===== src/rtl/hazard_stall_unit.sv =====
// Pipeline hazard and stall controller.
// Combinational data-hazard detection for the ID stage, plus a small FSM
// that freezes the whole pipeline while the MEM stage waits on data memory.
// A sticky flag records a memory access that exceeded TIMEOUT_CYC wait cycles,
// and a saturating counter tallies every stalled cycle.
module hazard_stall_unit #(
    parameter int unsigned TIMEOUT_CYC = 255
) (
    input  logic        clk,
    input  logic        rst,
    input  logic        forward_en,
    input  logic [3:0]  src1,
    input  logic [3:0]  src2,
    input  logic        two_src,
    input  logic [3:0]  EXE_dest,
    input  logic [3:0]  MEM_dest,
    input  logic        EXE_WB_en,
    input  logic        MEM_WB_en,
    input  logic        EXE_MEM_R_en,
    input  logic        mem_req,
    input  logic        mem_ready,
    output logic        hazard,
    output logic        freeze,
    output logic        mem_timeout,
    output logic [15:0] stall_cnt
);

    typedef enum logic [1:0] {
        IDLE    = 2'd0,
        WAIT    = 2'd1,
        TIMEOUT = 2'd2
    } state_t;

    // Register 15 is the PC; it is never produced by a pipeline write-back.
    localparam logic [3:0]  PC_REG      = 4'hF;
    localparam logic [7:0]  TIMEOUT_LIM = 8'(TIMEOUT_CYC);
    localparam logic [15:0] STALL_MAX   = 16'hFFFF;

    state_t      state_reg;
    state_t      state_next;
    logic [7:0]  wait_cnt_reg;
    logic [7:0]  wait_cnt_next;
    logic        mem_timeout_reg;
    logic        timeout_set;
    logic [15:0] stall_cnt_reg;
    logic        freeze_comb;
    logic        hazard_comb;

    // Per-source match flags: index 0 is src1, index 1 is src2.
    logic [3:0]  src_num   [2];
    logic [1:0]  src_used;
    logic [1:0]  match_exe;
    logic [1:0]  match_mem;

    assign src_num[0] = src1;
    assign src_num[1] = src2;
    assign src_used   = {two_src, 1'b1};

    // One matcher per source operand against both downstream destinations.
    generate
        for (genvar gi = 0; gi < 2; gi++) begin : g_src_match
            logic src_valid;
            assign src_valid     = src_used[gi] && (src_num[gi] != PC_REG);
            assign match_exe[gi] = src_valid && EXE_WB_en && (src_num[gi] == EXE_dest);
            assign match_mem[gi] = src_valid && MEM_WB_en && (src_num[gi] == MEM_dest);
        end
    endgenerate

    // With forwarding only a load in EXE cannot be bypassed in time;
    // without forwarding any pending write-back to a source must drain first.
    always_comb begin
        hazard_comb = 1'b0;
        if (forward_en) begin
            hazard_comb = (|match_exe) && EXE_MEM_R_en;
        end else begin
            hazard_comb = (|match_exe) || (|match_mem);
        end
    end

    assign hazard = hazard_comb;

    // Memory-wait FSM: next state, wait counter and combinational freeze.
    // mem_ready always wins so the pipeline releases in the completion cycle;
    // once waiting, a dropped mem_req is ignored and only mem_ready exits.
    always_comb begin
        state_next    = state_reg;
        wait_cnt_next = wait_cnt_reg;
        freeze_comb   = 1'b0;
        timeout_set   = 1'b0;
        case (state_reg)
            IDLE: begin
                wait_cnt_next = 8'd0;
                if (mem_req && !mem_ready) begin
                    state_next  = WAIT;
                    freeze_comb = 1'b1;
                end
            end
            WAIT: begin
                if (mem_ready) begin
                    state_next    = IDLE;
                    wait_cnt_next = 8'd0;
                end else begin
                    freeze_comb   = 1'b1;
                    wait_cnt_next = wait_cnt_reg + 8'd1;
                    // Counter never exceeds TIMEOUT_LIM-1 here, so no wrap.
                    if ((wait_cnt_reg + 8'd1) >= TIMEOUT_LIM) begin
                        state_next  = TIMEOUT;
                        timeout_set = 1'b1;
                    end
                end
            end
            TIMEOUT: begin
                if (mem_ready) begin
                    state_next    = IDLE;
                    wait_cnt_next = 8'd0;
                end else begin
                    freeze_comb = 1'b1;
                end
            end
            default: begin
                state_next    = IDLE;
                wait_cnt_next = 8'd0;
            end
        endcase
    end

    assign freeze = freeze_comb;

    // FSM state and wait counter registers; reset overrides every transition.
    always_ff @(posedge clk) begin
        if (!rst) begin
            state_reg    <= IDLE;
            wait_cnt_reg <= 8'd0;
        end else begin
            state_reg    <= state_next;
            wait_cnt_reg <= wait_cnt_next;
        end
    end

    // Sticky timeout flag, cleared only by reset.
    always_ff @(posedge clk) begin
        if (!rst) begin
            mem_timeout_reg <= 1'b0;
        end else if (timeout_set) begin
            mem_timeout_reg <= 1'b1;
        end
    end

    assign mem_timeout = mem_timeout_reg;

    // Saturating stall counter; a cycle with both hazard and freeze counts once.
    always_ff @(posedge clk) begin
        if (!rst) begin
            stall_cnt_reg <= 16'd0;
        end else if ((hazard_comb || freeze_comb) && (stall_cnt_reg != STALL_MAX)) begin
            stall_cnt_reg <= stall_cnt_reg + 16'd1;
        end
    end

    assign stall_cnt = stall_cnt_reg;

endmodule


===== config.mk =====
export PLATFORM = sky130hd
export DESIGN_NAME = hazard_stall_unit
export DESIGN_NICKNAME = d
export VERILOG_FILES = /design/src/rtl/hazard_stall_unit.sv
export SDC_FILE = /design/constraint.sdc
export NUM_CORES = 1
export LEC_CHECK = 0
export ABC_AREA = 0
export BUFFER_PORTS_ARGS = -buffer_cell sky130_fd_sc_hd__buf_2
export CAP_MARGIN = 20
export CORE_MARGIN = 2
export CORE_UTILIZATION = 40
export CTS_CLUSTER_DIAMETER = 60
export CTS_CLUSTER_SIZE = 8
export DETAILED_ROUTE_END_ITERATION = 8
export PLACE_DENSITY = 0.68
export SLEW_MARGIN = 20
export SYNTH_ARGS = -nofsm -noshare
export SYNTH_HDL_FRONTEND = slang
export SYNTH_SLANG_ARGS = --single-unit

===== constraint.sdc =====
create_clock -name clk -period 3.6 [get_ports clk]
set_input_delay 0.54 -clock clk [delete_from_list [all_inputs] [get_ports clk]]
set_output_delay 0.54 -clock clk [all_outputs]
set_load 0.02 [all_outputs]

# ---- After elaboration in Yosys (flattened, before gate mapping)
# Index checks and enable logic that the tools add are counted.
dict set report totals {
  inputBits 25
  reg_bits 27
  out_inout_bits 19
}
dict set report op_classes {
  n_addsub 2
  n_reduce_logical 20
  n_mux 15
  n_eq_ne 12
  magnitude_cmp 1
}
# op n
set op_table {}
lappend op_table {{$add A16 B1 Y16 const B} 1}
lappend op_table {{$eq A4 B4 Y1} 4}
lappend op_table {{$mux W8} 2}
lappend op_table {{$ne A16 B16 Y1 const B} 1}
lappend op_table {{$pmux W8 S2} 1}
lappend op_table {{$logic_and A1 B1 Y1} 12}
lappend op_table {{$add A8 B1 Y8 const B} 1}
lappend op_table {{$ge A8 B8 Y1 const B} 1}
lappend op_table {{$mux W2} 4}
lappend op_table {{$ne A4 B4 Y1 const B} 2}
lappend op_table {{$mux W1} 6}
lappend op_table {{$pmux W2 S3} 1}
lappend op_table {{$reduce_or A2 Y1} 3}
lappend op_table {{$ne A2 B2 Y1 const B} 2}
lappend op_table {{$ne A3 B3 Y1 const B} 1}
lappend op_table {{$reduce_and A3 Y1} 1}
lappend op_table {{$eq A2 B1 Y1 const B} 1}
lappend op_table {{$eq A2 B2 Y1 const B} 1}
lappend op_table {{$logic_not A2 Y1} 1}
lappend op_table {{$logic_or A1 B1 Y1} 2}
lappend op_table {{$pmux W1 S2} 1}
lappend op_table {{$logic_not A1 Y1} 1}

# ---- Longest topological paths before layout
# Gate-level depths: netlist of run 1.
dict set report depth {
  word_depth 9
  ltp_mapped 8
  mapped_depth_nobuf 7
}

# ---- Worst setup path after synthesis of run 1
# No wires, ideal clock.
dict set report synth_timing {
  path_type {reg-to-reg}
  start {register state_reg[1]}
  end {register stall_cnt_reg[14], in the netlist stall_cnt[14]}
  setup_slack_ns 1.282
  arrival_time_ns 2.248
  path_stages_with_launch 8
  setup_time_ns 0.071
  cell_sequence {dfxtp_1 > inv_1 > ha_1 > a21oi_1 > nor3_1 > o31ai_2 > or4_1 > a21oi_1}
}
dict set report synth_via {
  elab_chain_len 5
  elab_cells_between_ends 7
}
# item line
set synth_lines {}
lappend synth_lines {{start, declared} 39} ;# state_t state_reg;
lappend synth_lines {{start signal, assigned} 135} ;# state_reg <= state_next;
lappend synth_lines {{$eq A2 B2 Y1 / $eq A2 B1 Y1 (equally long branches)} 90} ;# case (state_reg)
lappend synth_lines {{$reduce_or A2 Y1 (no source line)} n/a}
lappend synth_lines {{$pmux W1 S2 (*)} 90}
lappend synth_lines {{named net freeze} 23} ;# output logic freeze,
lappend synth_lines {{$logic_or A1 B1 Y1 (*)} 155} ;# end else if ((hazard_comb || freeze_comb) && (stall_cnt_reg != STALL_MAX)) begin
lappend synth_lines {{$logic_and A1 B1 Y1 (*)} 155}
lappend synth_lines {{end signal, assigned} 156} ;# stall_cnt_reg <= stall_cnt_reg + 16'd1;
lappend synth_lines {{end, declared} 45} ;# logic [15:0] stall_cnt_reg;
# Mark *: on every way through the listed nets, which the timed path passes. The rest lies on a longest branch.
# A chain may end at the register's enable or synchronous reset.

# ---- Worst setup path in the final report of run 1
dict set report layout_timing {
  start {input port forward_en}
  end {output port hazard}
}
dict set report layout_via {
  elab_chain_len 1
}
# item line
set layout_lines {}
lappend layout_lines {{start, declared} 11} ;# input logic forward_en,
lappend layout_lines {{$mux W1} 73} ;# if (forward_en) begin
lappend layout_lines {{end, declared} 22} ;# output logic hazard,
# No other way between the ends.

==> out/metrics.cfg, run 1 <==
[status]
outcome = finished clean

[sta]
setup_viol = 0
worst_case_clock_skew_ps = 2.95
layout_setup_ws_ps = 1230
setup_repair_after_global_routing_missed_its_margin = no
maxSlewHeadroom = 0.579
post-route-period-util = 0.657
max_freq_mhz = 423
finalMaxSlewViolations = 0
worstMarginPinSlew_ps = 627
fin_tns_setup_ps = 0
report.final.hold_viol_count = 0
finalWorstPathRequiredPeriod_ps = 2370

[cts]
clock_sinks = 27
max-clock-path-buffers = 2
clk_pin_slew_ps = 90
insertion_delay_ps = 270
clock_tree.root_cell = sky130_fd_sc_hd__clkbuf_8
cts-buffers-inserted = 3
post_cts.resized_instances = 0
tritoncts_clock_tree = built
post_cts_buffers = 0
post_cts_hold_buffer_count = 0
clock_tree.htree_level_count = 1

[grt]
number_of_antenna_violations_at_the_first_check_in_global_routing = 0
grt-ovfl-total = 0
number_of_global_route_vias_before_repair = 1409
grt_start_max_net_pins = 22
grt_use_total = 0.152
grt_first_pass_wirelength_um = 6220

[floorplanning]
floorplan.rows = 23
core_area_um2 = 4090
die-area_um2 = 4880
chipWidth_um = 69.9
io_pins = 44
fp.dieH_um = 69.9
floorplan.initialDensity = 0.425

[power]
total_power_uw = 589
worst_ir_drop_vdd_mv = 0.131
leakagePower_nw = 0.888
pwr_density_cell_nw_per_um2 = 290

[cells_and_area]
area.sequential_um2 = 541
commonest_non_fill_non_tap_cells_in_the_layout = 43 x sky130_fd_sc_hd__buf_2, 27 x sky130_fd_sc_hd__dfxtp_1, 23 x sky130_fd_sc_hd__nand2_1, 20 x sky130_fd_sc_hd__nor2_1, 17 x sky130_fd_sc_hd__a21oi_1
nets_final = 295
layout_commonest_cell = sky130_fd_sc_hd__buf_2
post_route_cells_drive_above_1_share = 0.218
number_of_flip_flops_under_the_largest_register_name = 16
fill_cells = 405
layout-area-overhead-vs-synth_pct = 17.0
num_antenna_cells = 0
multiInputGateArea_um2 = 1140

[yosys]
post_synthesis_cell_count = 222
synth_sequential_area_ratio = 0.311
synth_async_sr_flop_share = 0
yosysWarnings = 0
syn_area_per_cell_um2 = 7.82
synth_top_cell_by_area = sky130_fd_sc_hd__dfxtp_1
most_frequently_used_flop_master_after_synthesis = sky130_fd_sc_hd__dfxtp_1
netlist-cell-type-count = 42
synth_top_area_frac = 0.311
synth_enable_flop_cells = 0
synth.ff_latch_count = 27
synthesis.area_um2 = 1740
synth.net_count = 254
ys_top_cells_by_area = sky130_fd_sc_hd__dfxtp_1 31%, sky130_fd_sc_hd__ha_1 5.0%, sky130_fd_sc_hd__xor2_1 5.0%

[worst_setup_path]
crit_path_capture_type = output pin
cp_data_arrival_time_ps = 1830
worst-endpoint-required_ps = 3060
critical_path_class = input port to output pin
worst-path-max-fanout = 4
worst_setup_path_start_kind = input port

[route]
vias = 1622
detail_route.iter0.violations = 62
drc_errors = 0
vias_per_cell = 5.20
routed_wirelength_um = 3710
wire_per_inst_um = 11.9
antenna_left = 0
dr.pass1.iters = 4

[placed_design]
placement.io_buffers = 43
placement.setup.worst_slack_ps = 1170
detailed_placement_hpwl_um = 2910
gp_congestion = 0.819

[job]
drv.max_cap_violation_count = 0

[min_path]
worstHoldPathType = flip-flop to flip-flop

-- worst max-delay path: stages --
cell and delay (ps):
sky130_fd_sc_hd__buf_2 100, sky130_fd_sc_hd__inv_1 40, sky130_fd_sc_hd__o21ai_0 100, sky130_fd_sc_hd__or4_1 550
sky130_fd_sc_hd__a21oi_2 210, sky130_fd_sc_hd__or2_2 140, sky130_fd_sc_hd__buf_2 150
-- cells by family after synthesis --
kind of cell    share of synthesized area
xor+xnor                           0.0858
compound gates                      0.164
buf+inv                            0.0332
simple gates                        0.309
fa+ha+maj                          0.0505
mux                                0.0461
flops                               0.311
-- metal layers --
layer	global-route usage	routed length, um
met5	0	0
met4	0.0449	39
met3	0.0260	172
met2	0.253	1660
met1	0.201	1830
-- final cells by class --
type,instances,area share
Multi-Input combinational cell,180,0.560
Sequential cell,27,0.266
Timing Repair Buffer,43,0.106
Tap cell,50,0.0308
Clock buffer,4,0.0222
Inverter,8,0.0148
-- stage by stage --
| stage | cell area (um^2) | hold slack (ps) | cells | util |
|---|---|---|---|---|
| 2_1_floorplan | 1740 | 480 | 222 | - |
| 4_1_cts | 2030 | 500 | 312 | 0.497 |
| 3_5_place_dp | 1990 | 481 | 308 | 0.486 |
| 5_1_grt | 2030 | 520 | 312 | 0.497 |
| 6_report | 2030 | 499 | 312 | 0.497 |
| 3_3_place_gp | 1990 | 475 | 308 | 0.486 |
-- final timing paths --
check / to / slack [ps] / start / cells past startpoint
worst min-delay path: stall_cnt[10] / 500 / stall_cnt[10] / 2
worst max-delay path: hazard / 1230 / forward_en / 7
worst min register to register: stall_cnt[10] / 500 / stall_cnt[10] / 2
worst max register to register: state_reg[0] / 1330 / wait_cnt_reg[0] / 7
-- synth_stat cells, types with 2 or more instances --
cell	count
sky130_fd_sc_hd__and2_1	3
sky130_fd_sc_hd__nor3_1	11
sky130_fd_sc_hd__or4_1	2
sky130_fd_sc_hd__nand2_1	23
sky130_fd_sc_hd__a21oi_1	17
sky130_fd_sc_hd__and4_1	2
sky130_fd_sc_hd__or3_1	4
sky130_fd_sc_hd__and3_1	3
sky130_fd_sc_hd__mux2i_1	8
sky130_fd_sc_hd__o21ai_0	7
sky130_fd_sc_hd__a31oi_1	3
sky130_fd_sc_hd__xnor2_1	7
sky130_fd_sc_hd__nand4_1	4
sky130_fd_sc_hd__nor2_1	20
sky130_fd_sc_hd__dfxtp_1	27
sky130_fd_sc_hd__nand2b_1	10
sky130_fd_sc_hd__a21o_1	4
sky130_fd_sc_hd__clkbuf_1	6
sky130_fd_sc_hd__or2_2	2
sky130_fd_sc_hd__inv_1	8
sky130_fd_sc_hd__o22ai_1	2
sky130_fd_sc_hd__xor2_1	10
sky130_fd_sc_hd__nand3_1	14
sky130_fd_sc_hd__ha_1	7
-- power breakdown --
part | total (mW) | leakage, nW | switching (mW) | internal, mW
Combinational | 0.105 | 0.648 | 0.0614 | 0.0437
Sequential | 0.309 | 0.218 | 0.00570 | 0.303
Clock | 0.175 | 0.0228 | 0.0960 | 0.0794
Total | 0.589 | 0.888 | 0.163 | 0.426
Note: power is estimated with default switching activity, not from simulation.
==> inputs of run 2 (changes only) <==
--- a/config.mk
+++ b/config.mk
@@ -5,7 +5,7 @@
 export SDC_FILE = /design/constraint.sdc
 export NUM_CORES = 1
 export LEC_CHECK = 0
-export ABC_AREA = 0
+export ABC_AREA = 1
 export BUFFER_PORTS_ARGS = -buffer_cell sky130_fd_sc_hd__buf_2
 export CAP_MARGIN = 20
 export CORE_MARGIN = 2
@@ -13,7 +13,7 @@
 export CTS_CLUSTER_DIAMETER = 60
 export CTS_CLUSTER_SIZE = 8
 export DETAILED_ROUTE_END_ITERATION = 8
-export PLACE_DENSITY = 0.68
+export PLACE_DENSITY = 0.69
 export SLEW_MARGIN = 20
 export SYNTH_ARGS = -nofsm -noshare
 export SYNTH_HDL_FRONTEND = slang
==> constraint.sdc (replaced) <==
create_clock -name clk -period 2.1 [get_ports clk]
set_input_delay 0.315 -clock clk [delete_from_list [all_inputs] [get_ports clk]]
set_output_delay 0.315 -clock clk [all_outputs]
set_load 0.02 [all_outputs]
==> out/metrics.cfg, run 2 <==
[yosys]
synth.ff_latch_count = 27  ; unchanged
synth.net_count = 358  ; was 254
synth_sequential_area_ratio = 0.266  ; was 0.311
synth_top_area_frac = 0.266  ; was 0.311
synth_enable_flop_cells = 0  ; unchanged
yosysWarnings = 0  ; unchanged
yosys-top-cells-count = 102 x sky130_fd_sc_hd__nand2_1, 45 x sky130_fd_sc_hd__inv_1, 35 x sky130_fd_sc_hd__nand3_1, 35 x sky130_fd_sc_hd__nor2_1, 27 x sky130_fd_sc_hd__dfxtp_1  ; was 27 x sky130_fd_sc_hd__dfxtp_1, 23 x sky130_fd_sc_hd__nand2_1, 20 x sky130_fd_sc_hd__nor2_1
synthesis.area_um2 = 2040  ; was 1740 um^2
ys_top_cells_by_area = sky130_fd_sc_hd__dfxtp_1 27%, sky130_fd_sc_hd__nand2_1 19%, sky130_fd_sc_hd__nand3_1 8.6%  ; was sky130_fd_sc_hd__dfxtp_1 31%, sky130_fd_sc_hd__ha_1 5.0%, sky130_fd_sc_hd__xor2_1 5.0%
most_frequently_used_flop_master_after_synthesis = sky130_fd_sc_hd__dfxtp_1  ; unchanged
post_synthesis_cell_count = 326  ; was 222
netlist-cell-type-count = 28  ; was 42
synth_top_cell_by_area = sky130_fd_sc_hd__dfxtp_1  ; unchanged
synth_async_sr_flop_share = 0  ; unchanged
syn_area_per_cell_um2 = 6.24  ; was 7.82 um^2
yosys.cell_count.top_type = sky130_fd_sc_hd__nand2_1  ; was sky130_fd_sc_hd__dfxtp_1

[sta]
max_freq_mhz = 550
finalMaxSlewViolations = 0  ; unchanged
worstMarginPinSlew_ps = 551  ; was 627 ps
finalWorstPathRequiredPeriod_ps = 1820
report.final.hold_viol_count = 0  ; unchanged
fin_tns_setup_ps = 0  ; unchanged
setup_repair_after_global_routing_missed_its_margin = no  ; unchanged
maxSlewHeadroom = 0.631  ; was 0.579
setup_viol = 0  ; unchanged
post-route-period-util = 0.867
worst_case_clock_skew_ps = 5.78  ; was 2.95 ps

[route]
vias_per_cell = 4.64  ; was 5.20
antenna_left = 0  ; unchanged
drc_errors = 0  ; unchanged
dr.pass1.iters = 4  ; unchanged
vias = 2050  ; was 1622
detail_route.iter0.violations = 66  ; was 62
routed_wirelength_um = 4670  ; was 3710 um
wire_per_inst_um = 10.6  ; was 11.9 um

[power]
intPower_uw = 870  ; was 426 uW
switching_power_uw = 548  ; was 163 uW
pwr_density_cell_nw_per_um2 = 589  ; was 290 nW/um^2
combinational_power_share = 0.375  ; was 0.178
clock_power_share = 0.216  ; was 0.298
worst_ir_drop_vdd_mv = 0.270  ; was 0.131 mV
total_power_mw = 1.42  ; was 589 uW
netSwitchingFraction = 0.386  ; was 0.277
seqPwrFrac = 0.409  ; was 0.524
leakagePower_nw = 1.16  ; was 0.888 nW

[cells_and_area]
nets_final = 408  ; was 295
commonest_non_fill_non_tap_cells_in_the_layout = 102 x sky130_fd_sc_hd__nand2_1, 45 x sky130_fd_sc_hd__inv_1, 43 x sky130_fd_sc_hd__buf_2, 35 x sky130_fd_sc_hd__nand3_1, 35 x sky130_fd_sc_hd__nor2_1  ; was 43 x sky130_fd_sc_hd__buf_2, 27 x sky130_fd_sc_hd__dfxtp_1, 23 x sky130_fd_sc_hd__nand2_1, 20 x sky130_fd_sc_hd__nor2_1, 17 x sky130_fd_sc_hd__a21oi_1
post_route_cells_drive_above_1_share = 0.203  ; was 0.218
fill_cells = 524  ; was 405
num_antenna_cells = 0  ; unchanged
number_of_flip_flops_under_the_largest_register_name = 16  ; unchanged
layout_commonest_cell = sky130_fd_sc_hd__nand2_1  ; was sky130_fd_sc_hd__buf_2
layout-area-overhead-vs-synth_pct = 18.3  ; was 17.0%

[worst_setup_path]
worst-path-max-fanout = 15  ; was 4
cp_data_arrival_time_ps = 2010  ; was 1830 ps
crit_path_max_delay_cell_type = sky130_fd_sc_hd__dfxtp_1  ; was sky130_fd_sc_hd__or4_1
crit_path_capture_type = flip-flop  ; was output pin
critical_path.most_common_cell = sky130_fd_sc_hd__nor2_1  ; was sky130_fd_sc_hd__buf_2
rr_worst_depth = 8  ; was 7
worst_path_dominant_cell_family = simple AND/OR/NAND/NOR gates  ; unchanged
cp.buffers_inverters = 1  ; was 3
ff2ff_setup_slack_ps = 280  ; was 1330 ps
worst-endpoint-required_ps = 2290  ; was 3060 ps
r2r_start = stall_cnt[1]  ; was wait_cnt_reg[0]
timing_startpoint_of_the_critical_path = stall_cnt[1]  ; was forward_en
max_stage_delay_ps = 400  ; was 550 ps
timing.rr.end = stall_cnt[1]  ; was state_reg[0]
critical_path_class = flip-flop to flip-flop  ; was input port to output pin
worst_setup_path_start_kind = flip-flop  ; was input port
list_of_cells_traversed_by_the_critical_path = ha_1 -> nand2_2 -> nor3b_4 -> nand4_4 -> nand2_4 -> inv_2 -> nor2_1 -> nor2_1  ; was buf_2 -> inv_1 -> o21ai_0 -> or4_1 -> a21oi_2 -> or2_2 -> buf_2

[min_path]
hold_path_startpoint = rst  ; was stall_cnt[10]
worstHoldPathType = input port to flip-flop  ; was flip-flop to flip-flop
timing.hold.worst_endpoint = stall_cnt[1]  ; was stall_cnt[10]
worstHoldPathCells = 3  ; was 2

[grt]
grt-ovfl-total = 0  ; unchanged
grt_use_total = 0.184  ; was 0.152
grt_first_pass_wirelength_um = 8250  ; was 6220 um
number_of_global_route_vias_before_repair = 1872  ; was 1409
grt_start_max_net_pins = 17  ; was 22
number_of_antenna_violations_at_the_first_check_in_global_routing = 0  ; unchanged

[floorplanning]
chipWidth_um = 75.3  ; was 69.9 um
die-area_um2 = 5680  ; was 4880 um^2
io_pins = 44  ; unchanged
floorplan.rows = 25  ; was 23
floorplan.initialDensity = 0.423  ; was 0.425
core_area_um2 = 4820  ; was 4090 um^2
fp.dieH_um = 75.3  ; was 69.9 um

[placed_design]
gp_congestion = 0.901  ; was 0.819
placement.io_buffers = 43  ; unchanged
detailed_placement_hpwl_um = 3760  ; was 2910 um

[cts]
post_cts.resized_instances = 0  ; unchanged
clock_tree.htree_level_count = 1  ; unchanged
post_cts_buffers = 0  ; unchanged
clock_tree.root_cell = sky130_fd_sc_hd__clkbuf_8  ; unchanged
clk_pin_slew_ps = 100  ; was 90 ps
insertion_delay_ps = 280  ; was 270 ps
tritoncts_clock_tree = built  ; unchanged
max-clock-path-buffers = 2  ; unchanged
post_cts_hold_buffer_count = 0  ; unchanged
cts-buffers-inserted = 3  ; unchanged
clock_sinks = 27  ; unchanged

[status]
outcome = finished clean  ; unchanged

[job]
drv.max_cap_violation_count = 0  ; unchanged

run 2: cell types whose count changed after synthesis, sizes merged, moves of 6 or more:
cell,before,now
a21oi,18,25
nor3,11,5
nand2b,10,0
mux2i,8,0
nand3,14,36
nand2,23,104
nor2,20,35
inv,8,47
run 2: power by group through the flow:
stage	Clock, mW	Sequential, mW	Combinational (mW)
floorplan	0	0.617	0.355
global placement	0	0.591	0.521
detailed placement	0	0.593	0.533
CTS	0.320	0.581	0.536
global route	0.344	0.590	0.613
finish	0.307	0.580	0.531
run 2: cells by family (layout without fill, tap and decap cells):
kind of cell / Yosys count / count (layout) / share of synthesized area
fa+ha+maj: 7 / 7 / 0.0430
buf+inv: 52 / 101 / 0.101
xor+xnor: 19 / 19 / 0.0817
compound gates: 32 / 32 / 0.0996
simple gates: 189 / 189 / 0.409
flops: 27 / 27 / 0.266
run 2: worst max-delay path by stage:
stage,to,slack (ps),depth (start not counted)
CTS,stall_cnt[1],270,8
floorplan,stall_cnt[10],320,7
detailed placement,stall_cnt[1],290,8
global route,stall_cnt[1],120,8
global placement,stall_cnt[1],380,8
finish,stall_cnt[1],280,8
run 2: worst reg2reg max path, stage by stage (launching register included):
cell and delay [ps]:
sky130_fd_sc_hd__dfxtp_1 400, sky130_fd_sc_hd__ha_1 250, sky130_fd_sc_hd__nand2_2 100, sky130_fd_sc_hd__nor3b_4 280
sky130_fd_sc_hd__nand4_4 250, sky130_fd_sc_hd__nand2_4 250, sky130_fd_sc_hd__inv_2 60, sky130_fd_sc_hd__nor2_1 90
sky130_fd_sc_hd__nor2_1 50
run 2: layout make-up:
class,count,area [um^2],share of cell area
Clock buffer,3,41.3,0.0172
Sequential cell,27,541,0.225
Inverter,47,176,0.0733
Tap cell,67,83.8,0.0348
Clock inverter,1,7.51,0.00312
Timing Repair Buffer,50,268,0.111
Multi-Input combinational cell,247,1290,0.536
run 2: per-layer routing:
metal | GRT usage | vias to the layer above | part of all wire
met4 | 0.0253 | 0 | 0.0045
met1 | 0.252 | 890 | 0.50
met3 | 0.0344 | 2 | 0.034
li1 | - | 1122 | -
met5 | 0 | - | 0
met2 | 0.308 | 36 | 0.46
run 2: through the flow:
| stage | instances | setup slack, ps | hold slack, ps | utilization | instance area (um^2) |
|---|---|---|---|---|---|
| global route | 442 | 120 | 316 | 0.500 | 2410 |
| CTS | 442 | 270 | 323 | 0.500 | 2410 |
| floorplan | 326 | 318 | 432 | - | 2040 |
| detailed placement | 438 | 290 | 456 | 0.490 | 2360 |
| global placement | 438 | 382 | 445 | 0.490 | 2360 |
| finish | 442 | 280 | 335 | 0.500 | 2410 |
